**src/rtl/playback_buffer_ctrl.sv**
```systemverilog
`default_nettype none
// +------------------------------------------------------------------+
// | playback_buffer_ctrl                                             |
// | Ping-pong fill controller feeding the I2S two-half sample buffer |
// | Rev 1.0                                                          |
// +------------------------------------------------------------------+
module playback_buffer_ctrl #(
  parameter int ADDR_BITS = 9,
  parameter int DATA_W    = 16
) (
  input  logic                 master_clock,
  input  logic                 reset,
  input  logic                 enable_i,
  output logic                 src_req_o,
  input  logic                 src_ack_i,
  input  logic [DATA_W-1:0]    src_data_i,
  input  logic                 src_eof_i,
  output logic                 wr_en_o,
  output logic                 wr_buf_o,
  output logic [ADDR_BITS-1:0] wr_addr_o,
  output logic [DATA_W-1:0]    wr_data_o,
  input  logic                 buffer_empty_i,
  input  logic                 buffer_sel_i,
  output logic                 buffer_filled_o,
  output logic                 underrun_o,
  output logic                 busy_o,
  output logic                 done_o
);

  typedef enum logic [2:0] {
    ST_IDLE   = 3'd0,
    ST_REQ    = 3'd1,
    ST_WRITE  = 3'd2,
    ST_PAD    = 3'd3,
    ST_CHECK  = 3'd4,
    ST_FINISH = 3'd5
  } state_e;

  localparam logic [ADDR_BITS-1:0] LAST_ADDR = '1;

  state_e                 state_q, state_d;
  logic [1:0]             full_q, full_d;
  logic                   fill_buf_q, fill_buf_d;
  logic [ADDR_BITS-1:0]   wr_addr_q, wr_addr_d;
  logic [DATA_W-1:0]      data_q, data_d;
  logic                   eof_q, eof_d;
  logic                   underrun_q, underrun_d;
  logic                   filled_q, filled_d;
  logic                   done_q, done_d;
  logic                   e_meta_q, e_meta_d, e_s_q, e_s_d, e_prev_q, e_prev_d;
  logic                   s_meta_q, s_meta_d, s_s_q, s_s_d;
  logic                   en_prev_q, en_prev_d;

  logic                   drain;
  logic                   filling;
  logic                   set_full;

  always_comb begin
    state_d    = state_q;
    full_d     = full_q;
    fill_buf_d = fill_buf_q;
    wr_addr_d  = wr_addr_q;
    data_d     = data_q;
    eof_d      = eof_q;
    underrun_d = underrun_q;
    done_d     = 1'b0;
    e_meta_d   = buffer_empty_i;
    e_s_d      = e_meta_q;
    e_prev_d   = e_s_q;
    s_meta_d   = buffer_sel_i;
    s_s_d      = s_meta_q;
    en_prev_d  = enable_i;
    filled_d   = full_q[s_s_q];
    src_req_o  = 1'b0;
    wr_en_o    = 1'b0;
    wr_data_o  = data_q;

    drain    = e_s_q & ~e_prev_q;
    filling  = (state_q == ST_REQ) || (state_q == ST_WRITE) ||
               (state_q == ST_PAD) || (state_q == ST_CHECK);
    set_full = ((state_q == ST_WRITE) || (state_q == ST_PAD)) && (wr_addr_q == LAST_ADDR);

    // The transmitter has just moved on to s_s, so the other half is the one drained.
    if (drain) full_d[~s_s_q] = 1'b0;

    // Drains after end-of-file (FINISH) are the expected wind-down, not starvation.
    if (drain && enable_i && filling &&
        (!full_q[s_s_q] || (set_full && (fill_buf_q == ~s_s_q))))
      underrun_d = 1'b1;

    case (state_q)
      ST_IDLE: begin
        full_d     = 2'b00;
        fill_buf_d = 1'b0;
        wr_addr_d  = '0;
        eof_d      = 1'b0;
        if (enable_i && !en_prev_q) begin
          underrun_d = 1'b0;
          state_d    = ST_REQ;
        end
      end
      ST_REQ: begin
        src_req_o = 1'b1;
        if (src_ack_i) begin
          data_d  = src_data_i;
          eof_d   = src_eof_i;
          state_d = ST_WRITE;
        end
      end
      ST_WRITE: begin
        wr_en_o = 1'b1;
        if (wr_addr_q == LAST_ADDR) begin
          full_d[fill_buf_q] = 1'b1;
          fill_buf_d         = ~fill_buf_q;
          wr_addr_d          = '0;
          state_d            = ST_CHECK;
        end else if (eof_q) begin
          wr_addr_d = wr_addr_q + 1'b1;
          state_d   = ST_PAD;
        end else begin
          wr_addr_d = wr_addr_q + 1'b1;
          state_d   = enable_i ? ST_REQ : ST_CHECK;
        end
      end
      ST_PAD: begin
        wr_en_o   = 1'b1;
        wr_data_o = '0;
        if (wr_addr_q == LAST_ADDR) begin
          full_d[fill_buf_q] = 1'b1;
          fill_buf_d         = ~fill_buf_q;
          wr_addr_d          = '0;
          state_d            = ST_FINISH;
        end else begin
          wr_addr_d = wr_addr_q + 1'b1;
        end
      end
      ST_CHECK: begin
        if (!enable_i)                state_d = ST_FINISH;
        else if (!full_q[fill_buf_q]) state_d = ST_REQ;
      end
      ST_FINISH: begin
        if (full_q == 2'b00) begin
          done_d  = 1'b1;
          state_d = ST_IDLE;
        end
      end
      default: state_d = ST_IDLE;
    endcase
  end

  always_ff @(posedge master_clock) begin
    if (reset) begin
      state_q    <= ST_IDLE;
      full_q     <= 2'b00;
      fill_buf_q <= 1'b0;
      wr_addr_q  <= '0;
      data_q     <= '0;
      eof_q      <= 1'b0;
      underrun_q <= 1'b0;
      filled_q   <= 1'b0;
      done_q     <= 1'b0;
      e_meta_q   <= 1'b0;
      e_s_q      <= 1'b0;
      e_prev_q   <= 1'b0;
      s_meta_q   <= 1'b0;
      s_s_q      <= 1'b0;
      en_prev_q  <= 1'b0;
    end else begin
      state_q    <= state_d;
      full_q     <= full_d;
      fill_buf_q <= fill_buf_d;
      wr_addr_q  <= wr_addr_d;
      data_q     <= data_d;
      eof_q      <= eof_d;
      underrun_q <= underrun_d;
      filled_q   <= filled_d;
      done_q     <= done_d;
      e_meta_q   <= e_meta_d;
      e_s_q      <= e_s_d;
      e_prev_q   <= e_prev_d;
      s_meta_q   <= s_meta_d;
      s_s_q      <= s_s_d;
      en_prev_q  <= en_prev_d;
    end
  end

  assign wr_buf_o        = fill_buf_q;
  assign wr_addr_o       = wr_addr_q;
  assign buffer_filled_o = filled_q;
  assign underrun_o      = underrun_q;
  assign busy_o          = (state_q != ST_IDLE);
  assign done_o          = done_q;

endmodule
`default_nettype wire

```
**config.mk**
```make
export PLATFORM = sky130hd
export DESIGN_NAME = playback_buffer_ctrl
export DESIGN_NICKNAME = d
export VERILOG_FILES = /design/src/rtl/playback_buffer_ctrl.sv
export SDC_FILE = /design/constraint.sdc
export NUM_CORES = 1
export LEC_CHECK = 0
export ABC_AREA = 1
export BUFFER_PORTS_ARGS = -buffer_cell sky130_fd_sc_hd__buf_2
export CAP_MARGIN = 20
export CORE_AREA = 5 5 65 67
export CTS_CLUSTER_DIAMETER = 60
export DETAILED_ROUTE_END_ITERATION = 7
export DIE_AREA = 0 0 70 72
export MAX_ROUTING_LAYER = met4
export PLACE_DENSITY = 0.81
export SETUP_SLACK_MARGIN = 0.05
export SYNTH_ARGS = -nofsm -noshare
export SYNTH_HDL_FRONTEND = slang
export SYNTH_SLANG_ARGS = --single-unit
```
**constraint.sdc**
```tcl
create_clock -name master_clock -period 5.7 [get_ports master_clock]
set_input_delay 1.14 -clock master_clock [delete_from_list [all_inputs] [get_ports master_clock]]
set_output_delay 1.14 -clock master_clock [all_outputs]
set_load 0.005 [all_outputs]
```
---- After elaboration in Yosys (flattened, before gate mapping) ----
Index checks and enable logic that the tools add are counted.
W data, S select, Z words.
word-level totals
  bits of input ports ..................... 23
  output and inout port bits .............. 32
  word-level logic and storage cells ...... 102
  register bits after elaboration ......... 41
operators by class
  eq/ne operators ......................... 13
  muxes and demuxes ....................... 34
  $add $sub $neg .......................... 1
  bitwise operators ....................... 8
  reduce and logical (&&, ||, !) cells .... 26
  order comparisons ....................... 5
operators with widths
  kind                   count
  $mux W3                9
  $pmux W3 S6            1
  $pmux W9 S2            1
  $mux W16               1
  $mux W1                14
  $add A9 B1 Y9 const B  1
  $eq A9 B9 Y1 const B   1
  $mux W9                1
  $logic_and A1 B1 Y1    8
  $eq A3 B2 Y1 const B   2
  $eq A3 B3 Y1 const B   2
  $lt A1 B2 Y1 const B   3
  $ne A2 B2 Y1 const B   3
  $reduce_and A2 Y1      3
  $logic_or A1 B1 Y1     5
  $reduce_and A5 Y1      1
  $mux W2                2
  $ne A2 B1 Y1 const B   2
  $not A1 Y1             4
  $pmux W1 S2            2
  $pmux W2 S2            1
  $reduce_bool A2 Y1     2
  $reduce_or A2 Y1       2
  $eq A3 B1 Y1 const B   1
  12 further kinds       15

---- Logic depth before layout (Yosys ltp) ----
Gate-level depths: netlist of run 1.
  word-level depth ........................ 11
  mapped depth ............................ 13
  gate-level depth less buffers ........... 13

---- Worst setup path before layout of run 1 ----
OpenSTA, ideal clock, no wires.
  path kind ............................... reg2out
  start ................................... register state_q[1]
  end ..................................... output wr_data_o[10]
  setup slack ............................. 3.469 ns
  data arrival time ....................... 1.091 ns
  required time ........................... 4.560 ns
  path buffers ............................ 1
  cell stages (with the launch flop) ...... 7
  cell sequence ........................... dfxtp_1 inv_2 nor2_8 nand2_1 inv_2 buf_2 nor2_1
between the ends
  cells in the longest elaborated chain, start to end .. 2
RTL lines
  item                      line  text
  start: declaration        41    state_e state_q, state_d;
  start signal: assignment  169   state_q <= state_d;
  $eq A3 B2 Y1              91    case (state_q)
  $mux W16                  91
  end: declaration          21    output logic [DATA_W-1:0] wr_data_o,
No other way between the ends.

---- Worst setup path in the final report of run 1 ----
  start ................................... register state_q[1]
  end ..................................... output wr_data_o[13]
The elaborated chain is that of the path after synthesis.

==> results by stage, run 1 <==
Setup path:
- The worst setup path is launched from a flip-flop.
- STA puts the critical path data arrival time at 1620 ps.
- Along the worst path, the maximum fanout reaches 16.
- The critical path in this run is classified as flip-flop to output port.
- The startpoint of the most critical setup path is state_q[1].
- In this run the critical register-to-register path is captured at state_q[0].
- The worst setup path is captured at an output port.
- The worst register-to-register path has a setup slack of between 3000 and 4000 ps.
- The worst reg2reg path startpoint is wr_addr_o[0].
- The required time of the worst setup path is between 4000 and 5000 ps.
- The path depth of the worst reg2reg path is 13.

Hold path:
- The worst hold path depth is 2.
- The worst hold path terminates at s_s_q.
- The worst hold path begins at s_meta_q.
- The worst min-delay path category is flip-flop to flip-flop.

Power and ir drop:
- The maximum VDD drop is about 150 µV.
- In this run the power density over the cells is 350.5 nW/µm².
- The completed layout was analyzed and its total power is around 770 µW.
- For this design the static power due to leakage is 1.039 nW.

Timing:
- The final max-slew violation count was 0.
- At the pin with the least slew margin, the transition time is 674.1 ps.
- Derived from the worst setup path, the maximum achievable clock frequency is between 300 and 400 MHz.
- The headroom to the max-slew limit is 55.01%.
- The worst hold slack is 407.5 ps.
- The hold violation count in the final report is 0.
- The number of setup violations in the final report is 0.
- For the final database, setup skew stands at 5.789 ps.
- The final setup slack of the worst path is 2939 ps.
- For the final routed database, the setup TNS stands at 0 ps.
- For the finished layout, the period the worst path requires is 2761 ps.
- The post-route fraction of the period consumed by the critical path is 48.45%.
- Setup repair after global routing left no endpoint under its margin.

Synth:
- The main combinational cell family by area after synthesis is simple AND/OR/NAND/NOR gates.
- The most repeated cell in the gate-level netlist after synthesis is sky130_fd_sc_hd__nor2_1.
- The synthesized netlist devotes 0.9428% of its cell area to XOR and XNOR gates.
- The synthesized netlist devotes 15.62% of its cell area to compound gates.
- The library cell with the largest summed area after synthesis is sky130_fd_sc_hd__dfxtp_1.
- For this run, asynchronously set or reset flops after synthesis account for 0%.
- The part of the Yosys area used for sequential elements is roughly 44%.
- The number of enable-type register cells in the synthesized netlist is 0.
- The main flop type after synthesis is sky130_fd_sc_hd__dfxtp_1.
- The number of different library cells in the post-synthesis netlist is 25.
- The synthesized cell area is about 1900 µm².
- The synthesized design contains 41 register bits.
- Of the post-synthesis cell area, the part taken by muxes is 0%.
- Dividing the synthesized area by the synthesized cell count gives 6.985 µm².
- The instance count of the mapped netlist is 266.
- The portion of synthesized cell area occupied by the leading cell type is around 44%.
- In the synthesized netlist, the cells that appear most often are 44 x sky130_fd_sc_hd__nor2_1, 43 x sky130_fd_sc_hd__nand2_1, 41 x sky130_fd_sc_hd__dfxtp_1.
- By area the synthesized netlist is led by sky130_fd_sc_hd__dfxtp_1 44%, sky130_fd_sc_hd__nor2_1 8.9%, sky130_fd_sc_hd__nand2_1 8.7%.
- During synthesis, Yosys emitted a total of 0 warnings.
- The simple logic cell fraction of the synthesized area is about 28%.
- The number of nets handed over by synthesis was about 290.
- The area share of fa/ha/maj cells after synthesis is under 10%.

GRT:
- The via count of the first global-routing pass was roughly 1,700.
- The initial antenna violation count was 0.
- After global routing the overflow that remains totals 0.
- The global router's overall resource usage is around 18%.
- The wire length of the first global-routing pass is 7.086 mm.
- The maximum number of pins on one net before global-route repair is 34.

CTS:
- In this run, CTS created clock tree buffers numbering 5.
- The count of hold buffers inserted by post-cts repair is 0.
- The clock insertion delay at the later pin of the skew report is 340 ps.
- The cell at the root of the clock tree is sky130_fd_sc_hd__clkbuf_4.
- The CTS tree is built.
- The number of buffers added for setup after CTS is 0.
- The sink count of the clock tree is 41.
- After clock tree synthesis, the repair step resized 0 gates.
- The number of buffers between clock root and the deepest sink is 2.
- Clock-pin slew was measured on the worst setup and hold paths at 110 ps.
- In this run the number of H-tree levels came out at 2.

Layout:
- The register area is 820.8 µm².
- In the final design database the tool counted 343 nets.
- Of the cells placed in the final design, the portion with a size suffix greater than 1 is 24.21%.
- The repair_antennas step left the layout with diodes totalling 0.
- The final-layout fill cell count is 345.
- Leaving out filler cells and counting taps, the final layout contains 366.
- The final cell utilization of the core is roughly three fifths.
- The multi-input logic area is 844.6 µm².
- The cell area after layout is 2201 µm².
- Relative to the synthesized area, the layout overhead comes to 18.45%.

Floorplan:
- The number of rows created at floorplan is 22.
- The height of the chip is 72 µm.
- The floorplan step defined a die boundary enclosing ~5000 µm².
- For this configuration, the core starts out at a cell density of 51.92%.
- For this design the top-level I/O count stands at 55.
- The region available for standard cell placement spans 3578 µm².
- The chip width is ~70 µm.

Place:
- The final HPWL from detailed placement is between 2 and 3 mm.
- The number of port buffers is 54.
- Prior to clock tree synthesis, the placed netlist has a worst setup slack of about 3300 ps.
- Routability-driven placement finished with a final weighted congestion of 0.8762.
- The number of cells in the design after placement is 359.
- The cell area after placement is between 2000 and 2500 µm².

Outcome:
- The run finished with clean final reports.

Routing:
- The vias after detailed routing is around 1,800.
- Dividing the detail-routed via count by the number of cells gives 4.869.
- The count of routing violations after the opening detailed-route iteration is 80.
- In this run the remaining antenna-violating nets after routing total 0.
- The final routed DRC violation total is 0.
- The final layout contains routed wiring with a total length of between 3 and 4 mm.
- The number of detailed-route iterations in the first pass is 4.
- The mean routed wirelength per cell is 10.89 µm.

Flow run:
- The tool flagged a number of max-cap violations equal to 0.
==> state kept, by name (all words and copies together) (netlist names), 2 cells and up <==
signal	flops
data_q	16
full_q	2
state_q	3
wr_addr_o	9
==> cells in the final DEF, fill, tap and decap left out, types with 2 or more instances in the layout <==
cell / instances
sky130_fd_sc_hd__nor2_4: 2
sky130_fd_sc_hd__buf_2: 54
sky130_fd_sc_hd__inv_1: 34
sky130_fd_sc_hd__nand3_1: 14
sky130_fd_sc_hd__o21ai_1: 6
sky130_fd_sc_hd__nand4_1: 2
sky130_fd_sc_hd__nor2_1: 44
sky130_fd_sc_hd__nand2_1: 43
sky130_fd_sc_hd__ha_1: 2
sky130_fd_sc_hd__dfxtp_1: 41
sky130_fd_sc_hd__nand2_2: 3
sky130_fd_sc_hd__a21oi_1: 30
sky130_fd_sc_hd__nor2_2: 2
sky130_fd_sc_hd__clkbuf_4: 5
sky130_fd_sc_hd__nor3_1: 2
sky130_fd_sc_hd__or2_2: 2
sky130_fd_sc_hd__o21ai_0: 18
sky130_fd_sc_hd__inv_2: 6
==> kinds of logic (layout without fill, tap and decap cells) <==
| family | count (synthesis) | after routing |
|---|---|---|
| compound gates | 56 | 56 |
| xor+xnor | 2 | 2 |
| fa+ha+maj | 2 | 2 |
| buf+inv | 49 | 101 |
| flops | 41 | 41 |
| simple gates | 116 | 116 |
==> cell type report <==
cell class	count	area share, %
Sequential cell	41	37.29
Multi-Input combinational cell	176	38.37
Tap cell	48	2.729
Clock buffer	7	2.501
Timing Repair Buffer	54	12.28
Inverter	40	6.822
==> per-layer routing <==
metal | global-route usage [%] | up-vias | part of all wire, %
li1 | - | 940 | -
met1 | 20.88 | 776 | 46
met2 | 28.86 | 58 | 44
met3 | 4.709 | 8 | 8.9
met4 | 6.809 | 0 | 1.6
met5 | - | - | 0
==> worst max path at each step <==
stage	to	slack [ps]	depth (start not counted)
after floorplan	wr_data_o[10]	3470	6
after global placement	wr_data_o[12]	3370	6
after detailed placement	wr_data_o[13]	3320	6
after CTS	wr_data_o[13]	2910	6
after global routing	wr_data_o[3]	2780	6
final	wr_data_o[13]	2940	6
==> critical path: stages (launching register included) <==
cell                      delay (ps)
sky130_fd_sc_hd__dfxtp_1         450
sky130_fd_sc_hd__inv_2           120
sky130_fd_sc_hd__nor2_8          150
sky130_fd_sc_hd__nand2_1         120
sky130_fd_sc_hd__inv_2           220
sky130_fd_sc_hd__nor2_1           80
sky130_fd_sc_hd__buf_2           130
==> where the power goes <==
group          internal [mW]  total (mW)  switching (mW)
sequential             0.329       0.356          0.0268
clock                 0.0583       0.142          0.0835
combinational         0.0990       0.274           0.175
No activity file was read; power rests on OpenSTA's default activity.
==> run 2: changes to the inputs <==
--- a/config.mk
+++ b/config.mk
@@ -5,15 +5,15 @@
 export SDC_FILE = /design/constraint.sdc
 export NUM_CORES = 1
 export LEC_CHECK = 0
-export ABC_AREA = 1
+export ABC_AREA = 0
 export BUFFER_PORTS_ARGS = -buffer_cell sky130_fd_sc_hd__buf_2
 export CAP_MARGIN = 20
-export CORE_AREA = 5 5 65 67
+export CORE_AREA = 5 5 67 69
 export CTS_CLUSTER_DIAMETER = 60
 export DETAILED_ROUTE_END_ITERATION = 7
-export DIE_AREA = 0 0 70 72
+export DIE_AREA = 0 0 72 74
 export MAX_ROUTING_LAYER = met4
-export PLACE_DENSITY = 0.81
+export PLACE_DENSITY = 0.75
 export SETUP_SLACK_MARGIN = 0.05
 export SYNTH_ARGS = -nofsm -noshare
 export SYNTH_HDL_FRONTEND = slang
==> constraint.sdc (replaced) <==
create_clock -name master_clock -period 2.8 [get_ports master_clock]
set_input_delay 0.56 -clock master_clock [delete_from_list [all_inputs] [get_ports master_clock]]
set_output_delay 0.56 -clock master_clock [all_outputs]
set_load 0.005 [all_outputs]
==> run 2 against run 1 <==
Sequential power increased by 92%. Highest routed layer unchanged. Sequential share of layout area up 0.23 points. Combinational power grew 72%. Wire length shrank 4.5%. Die area grew 5.7%. Cell count decreased by 11%. Clock skew shrank 1.9 ps. Critical path depth shrank 1. Via count down 8.0%. Critical endpoint is now wr_data_o[10]. Count of clock-buffer cells in the layout down 2.
==> results by stage, run 2 <==
GRT:
- The initial antenna violation count is 0.
- Entering global routing, the biggest net connects 42 pins.
- The wire length of the first global-routing pass is between 6 and 7 mm.
- Across every metal layer, demand over resource in global routing totals 15.83%.
- The via count of the first global-routing pass came to 1,488.
- The aggregate global routing overflow is 0.

Place:
- The number of port buffers is 54.
- The final HPWL from detailed placement is 2.726 mm.
- The cell area after placement is 2083 µm².
- The congestion estimate from routability-driven global placement came to 0.8391.

Hold path:
- The worst min-delay path category is flip-flop to flip-flop.

Synth:
- The instance count of the mapped netlist is 222.
- By area the synthesized netlist is led by sky130_fd_sc_hd__dfxtp_1 46%, sky130_fd_sc_hd__nand2_1 8.5%, sky130_fd_sc_hd__a21oi_1 8.3%.
- In this run the cell area of the synthesized design comes to 1802 µm².
- For this run, the number of Yosys warnings is 0.
- In this run the biggest area consumer among cell types represents 45.56% of the synthesized area.
- The total of flip-flops plus latches after synthesis is 41.
- After synthesis, the most frequently instantiated cells are 41 x sky130_fd_sc_hd__dfxtp_1, 41 x sky130_fd_sc_hd__nand2_1, 30 x sky130_fd_sc_hd__a21oi_1.
- The total nets after synthesis is 247.
- In this run, synthesis inferred 0 flip-flops with an integrated enable.
- The async set or reset register ratio after synthesis is 0%.
- The part of the Yosys area used for sequential elements is 45.56%.
- A synthesized cell averages 8.116 µm².
- For this run, the leading register cell type out of synthesis is sky130_fd_sc_hd__dfxtp_1.
- The largest total area in the synthesized netlist belongs to sky130_fd_sc_hd__dfxtp_1.
- The number of different library cells in the post-synthesis netlist is 38.

CTS:
- The H-tree generated during clock tree synthesis spans 2 levels.
- The CTS tree is built.
- The count of hold buffers inserted by post-cts repair is 0.
- Once the clock tree was built, the resizer swapped 0 gates to a different size.
- The clock insertion delay at the later pin of the skew report is 290 ps.
- The cell at the root of the clock tree is sky130_fd_sc_hd__clkbuf_8.
- The clock passes through at most 2 buffers.
- The sink count of the clock tree is approximately 40.
- The clock edge transition at the registers on the reported setup and hold paths is 70 ps.
- The number of buffers added for setup after CTS is 0.
- TritonCTS created 5 clock buffers.

Floorplan:
- The initial cell density of the core is 46.72%.
- The chip width is a little over 70 µm.
- The height of the chip is 74 µm.
- The number of rows created at floorplan is 23.
- The total core area is slightly below 4000 µm².
- In this run the count of I/O pins placed on the die edge is 55.
- The floorplan step defined a die boundary enclosing 5328 µm².

Timing:
- The final max-slew violation count was 0.
- For the finished layout, the period the worst path requires is roughly 2400 ps.
- Setup repair after global routing left no endpoint under its margin.
- On the final layout, the worst clock skew is 3.924 ps.
- For this run, the top clock speed supported by timing is about 420 MHz.
- The post-route fraction of the period consumed by the critical path is 85.79%.
- The hold violation count in the final report came to 0.
- Setup violations remaining at the end of the flow were counted as 0.
- The slew of the pin with the lowest slew margin is 722.6 ps.
- In this run the tightest slew margin relative to its limit is 51.83%.
- In the final timing run, aggregate negative setup slack is 0 ps.

Routing:
- The vias per cell is 5.059.
- The mean routed wirelength per cell is 11.75 µm.
- For this block, the via count after detailed routing is 1,639.
- Before antenna repair, the detailed router went through 4 iterations.
- The final routed DRC violation total is 0.
- The final wirelength is 3.807 mm.
- The antenna violation net count after detailed routing is 0.
- The count of routing violations after the opening detailed-route iteration is 54.

Outcome:
- The flow ran to the end, and the final reports show no timing, DRC or antenna violations.

Layout:
- After routing the design area is ~2200 µm².
- In the layout the commonest cells are 54 x sky130_fd_sc_hd__buf_2, 41 x sky130_fd_sc_hd__nand2_1, 41 x sky130_fd_sc_hd__dfxtp_1.
- The register with the most flip-flops in the layout has 16 of them.
- The proportion of layout cells with a drive suffix above 1 is 24.45%.
- The count of inserted antenna diode cells is 0.
- The net count of the finished layout is 299.
- Counting flops per register, the top entry is data_q.
- Leaving out fill and tap cells, the most frequent cell in the layout is sky130_fd_sc_hd__buf_2.
- Relative to the synthesized area, the layout overhead comes to 21.39%.

Setup path:
- The worst path arrival time is 1840 ps.
- The required time of the worst setup path is 2240 ps.
- The critical path launch point type is a flip-flop.
- The category of the most critical setup path is flip-flop to output port.
- The register-to-register setup slack is between 400 and 500 ps.
- The critical path goes through nand2b_2, inv_2, nand2_1, and2_1, buf_2.
- The peak fanout along the critical path is 16.
- The worst setup path is captured at an output port.
- For this design, the slowest cell found on the critical path is sky130_fd_sc_hd__dfxtp_1.
- The critical path's largest stage delay is just under 600 ps.

Power and ir drop:
- The maximum VDD drop is between 400 and 500 µV.
- The analysis attributes to cell leakage a power of 0.9736 nW.
- The power per unit of standard cell area is 733.9 nW/µm².
- The total power is ~1.6 mW.

Flow run:
- The count of maximum capacitance violations is 0.
[run 2: cell count changes after synthesis, moves of 3 or more]
cell / delta
sky130_fd_sc_hd__nand2b_1: +4
sky130_fd_sc_hd__nand3b_1: +5
sky130_fd_sc_hd__nor2_1: -25
sky130_fd_sc_hd__nand2_2: -3
sky130_fd_sc_hd__and3_1: +5
sky130_fd_sc_hd__o21ai_0: -10
sky130_fd_sc_hd__inv_2: -5
sky130_fd_sc_hd__and2_1: +17
sky130_fd_sc_hd__nor2b_1: +9
sky130_fd_sc_hd__o21ai_1: -6
sky130_fd_sc_hd__inv_1: -33
sky130_fd_sc_hd__nand3_1: -9
[run 2: path summary, 6_finish.rpt]
| kind | end | start | cells past startpoint |
|---|---|---|---|
| worst max-delay path | wr_data_o[10] | state_q[2] | 5 |
| worst min-delay path | s_s_q | s_meta_q | 1 |
| worst max register to register | wr_addr_o[7] | wr_addr_o[0] | 8 |
| worst min register to register | s_s_q | s_meta_q | 1 |
[run 2: layout make-up]
| class | count | area (µm²) |
|---|---|---|
| multi-input combinational | 169 | 914.6 |
| timing repair buffer | 55 | 277.8 |
| inverter | 2 | 7.507 |
| sequential | 41 | 820.8 |
| fill | 380 | 1669 |
| clock buffer | 5 | 68.82 |
| clock inverter | 2 | 35.03 |
| tap | 50 | 62.56 |
[run 2: kinds of logic (layout without fill, tap and decap cells)]
family                   Yosys count  in the layout  share of synthesized area [%]
AND/OR/NAND/NOR                  112            112                          30.76
AO/OA/AOI/OAI                     52             52                          16.95
flip-flops                        41             41                          45.56
adder cells (fa/ha/maj)            2              2                          1.389
buffers and inverters             12             64                          3.680
XOR/XNOR                           1              1                         0.4862
multiplexers                       2              2                          1.181
[run 2: power breakdown]
group / internal (mW) / switching (mW) / total (mW)
clock: 0.259 / 0.192 / 0.450
combinational: 0.186 / 0.285 / 0.471
sequential: 0.637 / 0.0460 / 0.683
[run 2: metal layers]
layer	global-route usage, %	wire (µm)
met1	17.93	1676
met2	27.14	1849
met3	4.054	233
met4	5.637	47
met5	-	0
[run 2: critical path, delay by kind of cell, from the launching register on]
family | cells | cell delay [ps]
buf+inv | 2 | 210
simple gates | 3 | 760
flops | 1 | 580
[run 2: metrics by stage]
| step | utilization (%) | cells | hold slack [ps] | setup slack [ps] |
|---|---|---|---|---|
| 3_5_place_dp | 54.02 | 317 | 424.7 | 476.0 |
| 4_1_cts | 56.72 | 324 | 442.5 | 370.0 |
| 3_3_place_gp | 54.02 | 317 | 418.5 | 526.4 |
| 5_1_grt | 56.72 | 324 | 466.5 | 228.0 |
| 6_report | 56.72 | 324 | 438.3 | 397.9 |
| 2_1_floorplan | - | 222 | 413.8 | 643.3 |
==> run 3: changes to the inputs <==
--- a/config.mk
+++ b/config.mk
@@ -8,10 +8,11 @@
 export ABC_AREA = 0
 export BUFFER_PORTS_ARGS = -buffer_cell sky130_fd_sc_hd__buf_2
 export CAP_MARGIN = 20
-export CORE_AREA = 5 5 67 69
+export CORE_AREA = 2 2 64 66
 export CTS_CLUSTER_DIAMETER = 60
 export DETAILED_ROUTE_END_ITERATION = 7
-export DIE_AREA = 0 0 72 74
+export DIE_AREA = 0 0 66 68
+export HOLD_SLACK_MARGIN = 0.05
 export MAX_ROUTING_LAYER = met4
 export PLACE_DENSITY = 0.75
 export SETUP_SLACK_MARGIN = 0.05
==> run 3 against run 2 <==
Global-route usage increased by 1.6 points. First-iteration DRC count increased by 1.9%. Critical endpoint is now wr_data_o[11]. Sequential power about the same. Sequential share of layout area increased by 0.30 points. Combinational power about the same. Clock skew increased by 1.8 ps. Critical path depth unchanged. Power decreased by 4.4%. Highest routed layer unchanged. Register-to-register slack got worse by 30 ps. Largest power group unchanged. Cell count unchanged. Count of clock-buffer cells in the layout increased by 2.
==> results by stage, run 3 (same netlist as run 2, synthesis figures left out) <==
Hold path:
- The worst hold path begins at e_meta_q.
- The min-delay analysis places its worst path in the category flip-flop to flip-flop.

CTS:
- CTS built an H-tree with a depth of 2.
- In this run, CTS created clock tree buffers numbering 5.
- The clock insertion delay at the later pin of the skew report is 290 ps.
- Clock-pin slew was measured on the worst setup and hold paths at 70 ps.
- The clock passes through at most 2 buffers.
- The sink count of the clock tree is 41.
- The CTS tree is built.
- The count of hold buffers inserted by post-cts repair is 0.
- The number of buffers added for setup after CTS is 0.
- The cell at the root of the clock tree is sky130_fd_sc_hd__clkbuf_8.
- Once the clock tree was built, the resizer swapped 0 gates to a different size.

Timing:
- Setup repair after global routing left no endpoint under its margin.
- The final max-slew violation count is 0.
- The worst hold slack is 440.8 ps.
- The final setup TNS is 0 ps.
- The highest clock rate is 414.9 MHz.
- The hold violation count in the final report came to 0.
- The worst path uses a little under nine tenths of the clock period.
- The number of setup violations in the final report is 0.
- The time the final worst path needs with I/O delays and setup is 2410 ps.
- The slew of the pin with the lowest slew margin is 739.4 ps.
- The headroom to the max-slew limit is 50.71%.
- Clock skew on the completed layout was measured at between 5 and 6 ps.

Outcome:
- The flow ran to the end, and the final reports show no timing, DRC or antenna violations.

Routing:
- In the detailed route, the total length drawn on met3 is 193 µm.
- In this run, the number of DRC markers left after iteration 0 of detailed routing was 55.
- After detailed routing, the number of vias per cell comes to 5.006.
- The final wirelength is around 3.7 mm.
- The vias after detailed routing is 1,622.
- Dividing the detail-routed wire length by the instance count gives about 12 µm.
- In the final routing, the length of wire on met1 measures 1.679 mm.
- The final routed DRC violation total is 0.
- The detailed router used layers up to and including met4.
- The number of detailed-route iterations in the first pass is 4.
- The wire length on met2 is 1.804 mm.
- The antenna violation net count after detailed routing is 0.

Setup path:
- Together, buffers and inverters on the worst path number 2.
- The category of the most critical setup path is flip-flop to output port.
- The critical path's largest stage delay is 580 ps.
- Traced cell by cell, the critical path runs through nand2b_2, inv_2, nand2_1, and2_1, buf_2.
- In this run the worst path has a maximum fanout of 16.
- At the worst endpoint, the arrival time is 1850 ps.
- The startpoint of the most critical setup path is state_q[2].
- The worst register-to-register path begins at wr_addr_o[0].
- Data on the critical path is required at its endpoint by about 2200 ps.
- The cell family contributing the most delay on the critical path is simple AND/OR/NAND/NOR gates.
- The slowest cell on the critical path is sky130_fd_sc_hd__dfxtp_1.
- The setup check on the worst reg-to-reg path leaves a slack of 440 ps.
- The kind of capture point of the worst setup path is an output port.
- The critical path launch point type is a flip-flop.

Layout:
- The register containing the most flip-flops in the final layout is data_q.
- The library cell used most frequently in the layout, excluding fill and tap cells, is sky130_fd_sc_hd__buf_2.
- After filler insertion, the fill cell instance count of the layout stands at 379.
- In the final design database the tool counted roughly 300 nets.
- The number of antenna diodes in the final layout is 0.
- The number of flip-flops in the largest register is 16.
- Relative to the synthesized area, the layout overhead comes to 20.42%.
- Summing all multi-input logic gate instances after layout gives 914.6 µm².
- In the layout the commonest cells are 54 x sky130_fd_sc_hd__buf_2, 41 x sky130_fd_sc_hd__nand2_1, 41 x sky130_fd_sc_hd__dfxtp_1.
- The post-route netlist has 24.09% of its cells at a drive strength greater than 1.
- Registers take 820.8 µm².

Floorplan:
- The chip width is 66 µm.
- Measured along the y axis, the die boundary spans ~70 µm.
- For this configuration, the core starts out at a cell density of 46.72%.
- In this run the core area contains 23 standard-cell rows.
- The total core area is around 3900 µm².
- The I/O pin count is 55.
- The die covers 4488 µm².

GRT:
- The via count of the first global-routing pass is between 1,000 and 1,500.
- The initial antenna violation count is 0.
- Global routing used 17.43% of the available tracks.
- The wire length of the first global-routing pass is 5.782 mm.
- The maximum number of pins on one net before global-route repair is 42.
- The aggregate global routing overflow is 0.

Power and ir drop:
- The maximum VDD drop is 310.2 µV.
- Of the total power, combinational logic draws 30.8%.
- Cell internal power was estimated by the tool at about 1 mW.
- The leakage dissipation is 0.9639 nW.
- Power spread over the standard cell area amounts to 707.5 nW/µm².
- The sequential group share of total power is 44.4%.
- Of the total power, the clock network draws roughly a quarter.
- For this design the total switching power over the nets is 516.0 µW.
- In this run switching power makes up between 30% and 40% of total power.

Place:
- The count of buffers added on input and output ports is 54.
- The final HPWL from detailed placement is 2.595 mm.
- At the end of routability-driven placement, the weighted congestion stood at 0.8935.

Flow run:
- The count of maximum capacitance violations is 0.
## run 3: cell types whose count changed in the layout (fill, tap and decap cells not counted), sizes merged
| cell | previous run | this run |
|---|---|---|
| clkbuf | 5 | 7 |
| bufinv | 1 | 0 |
| clkinv | 1 | 0 |
## run 3: final timing paths
path                    to  cells past startpoint
min reg2reg       e_prev_d                      1
max          wr_data_o[11]                      5
max reg2reg   wr_addr_o[7]                      8
min               e_prev_d                      1
## run 3: per-layer routing
metal | global-route usage (%) | up-vias
li1 | - | 857
met1 | 20.43 | 718
met2 | 28.54 | 40
met3 | 4.441 | 7
met4 | 7.653 | 0
met5 | - | -
## run 3: final cells by class
cell class              count  share of cell area (%)
flip-flops and latches     41                   37.83
multi-input cells         169                   42.16
repair buffers             55                   12.80
clock buffers               7                   3.979
inverters                   2                  0.3460
well taps                  50                   2.884
## run 3: power by group through the flow
stage	Combinational [mW]	Sequential (mW)	Clock [mW]
after global placement	0.472	0.693	0
after CTS	0.477	0.683	0.396
after floorplan	0.345	0.682	0
after detailed placement	0.476	0.696	0
after global routing	0.536	0.690	0.420
final	0.473	0.682	0.380
## run 3: stage by stage
| step | std cells | instance area (µm²) | utilization [%] | power, mW | setup WS, ps |
|---|---|---|---|---|---|
| global route | 324 | 2170 | 56.26 | 1.646 | 227.5 |
| detailed placement | 317 | 2083 | 54.02 | 1.172 | 462.4 |
| CTS | 324 | 2170 | 56.26 | 1.556 | 371.3 |
| global placement | 317 | 2083 | 54.02 | 1.165 | 538.8 |
| floorplan | 222 | 1802 | - | 1.027 | 643.3 |
| finish | 324 | 2170 | 56.26 | 1.535 | 389.8 |
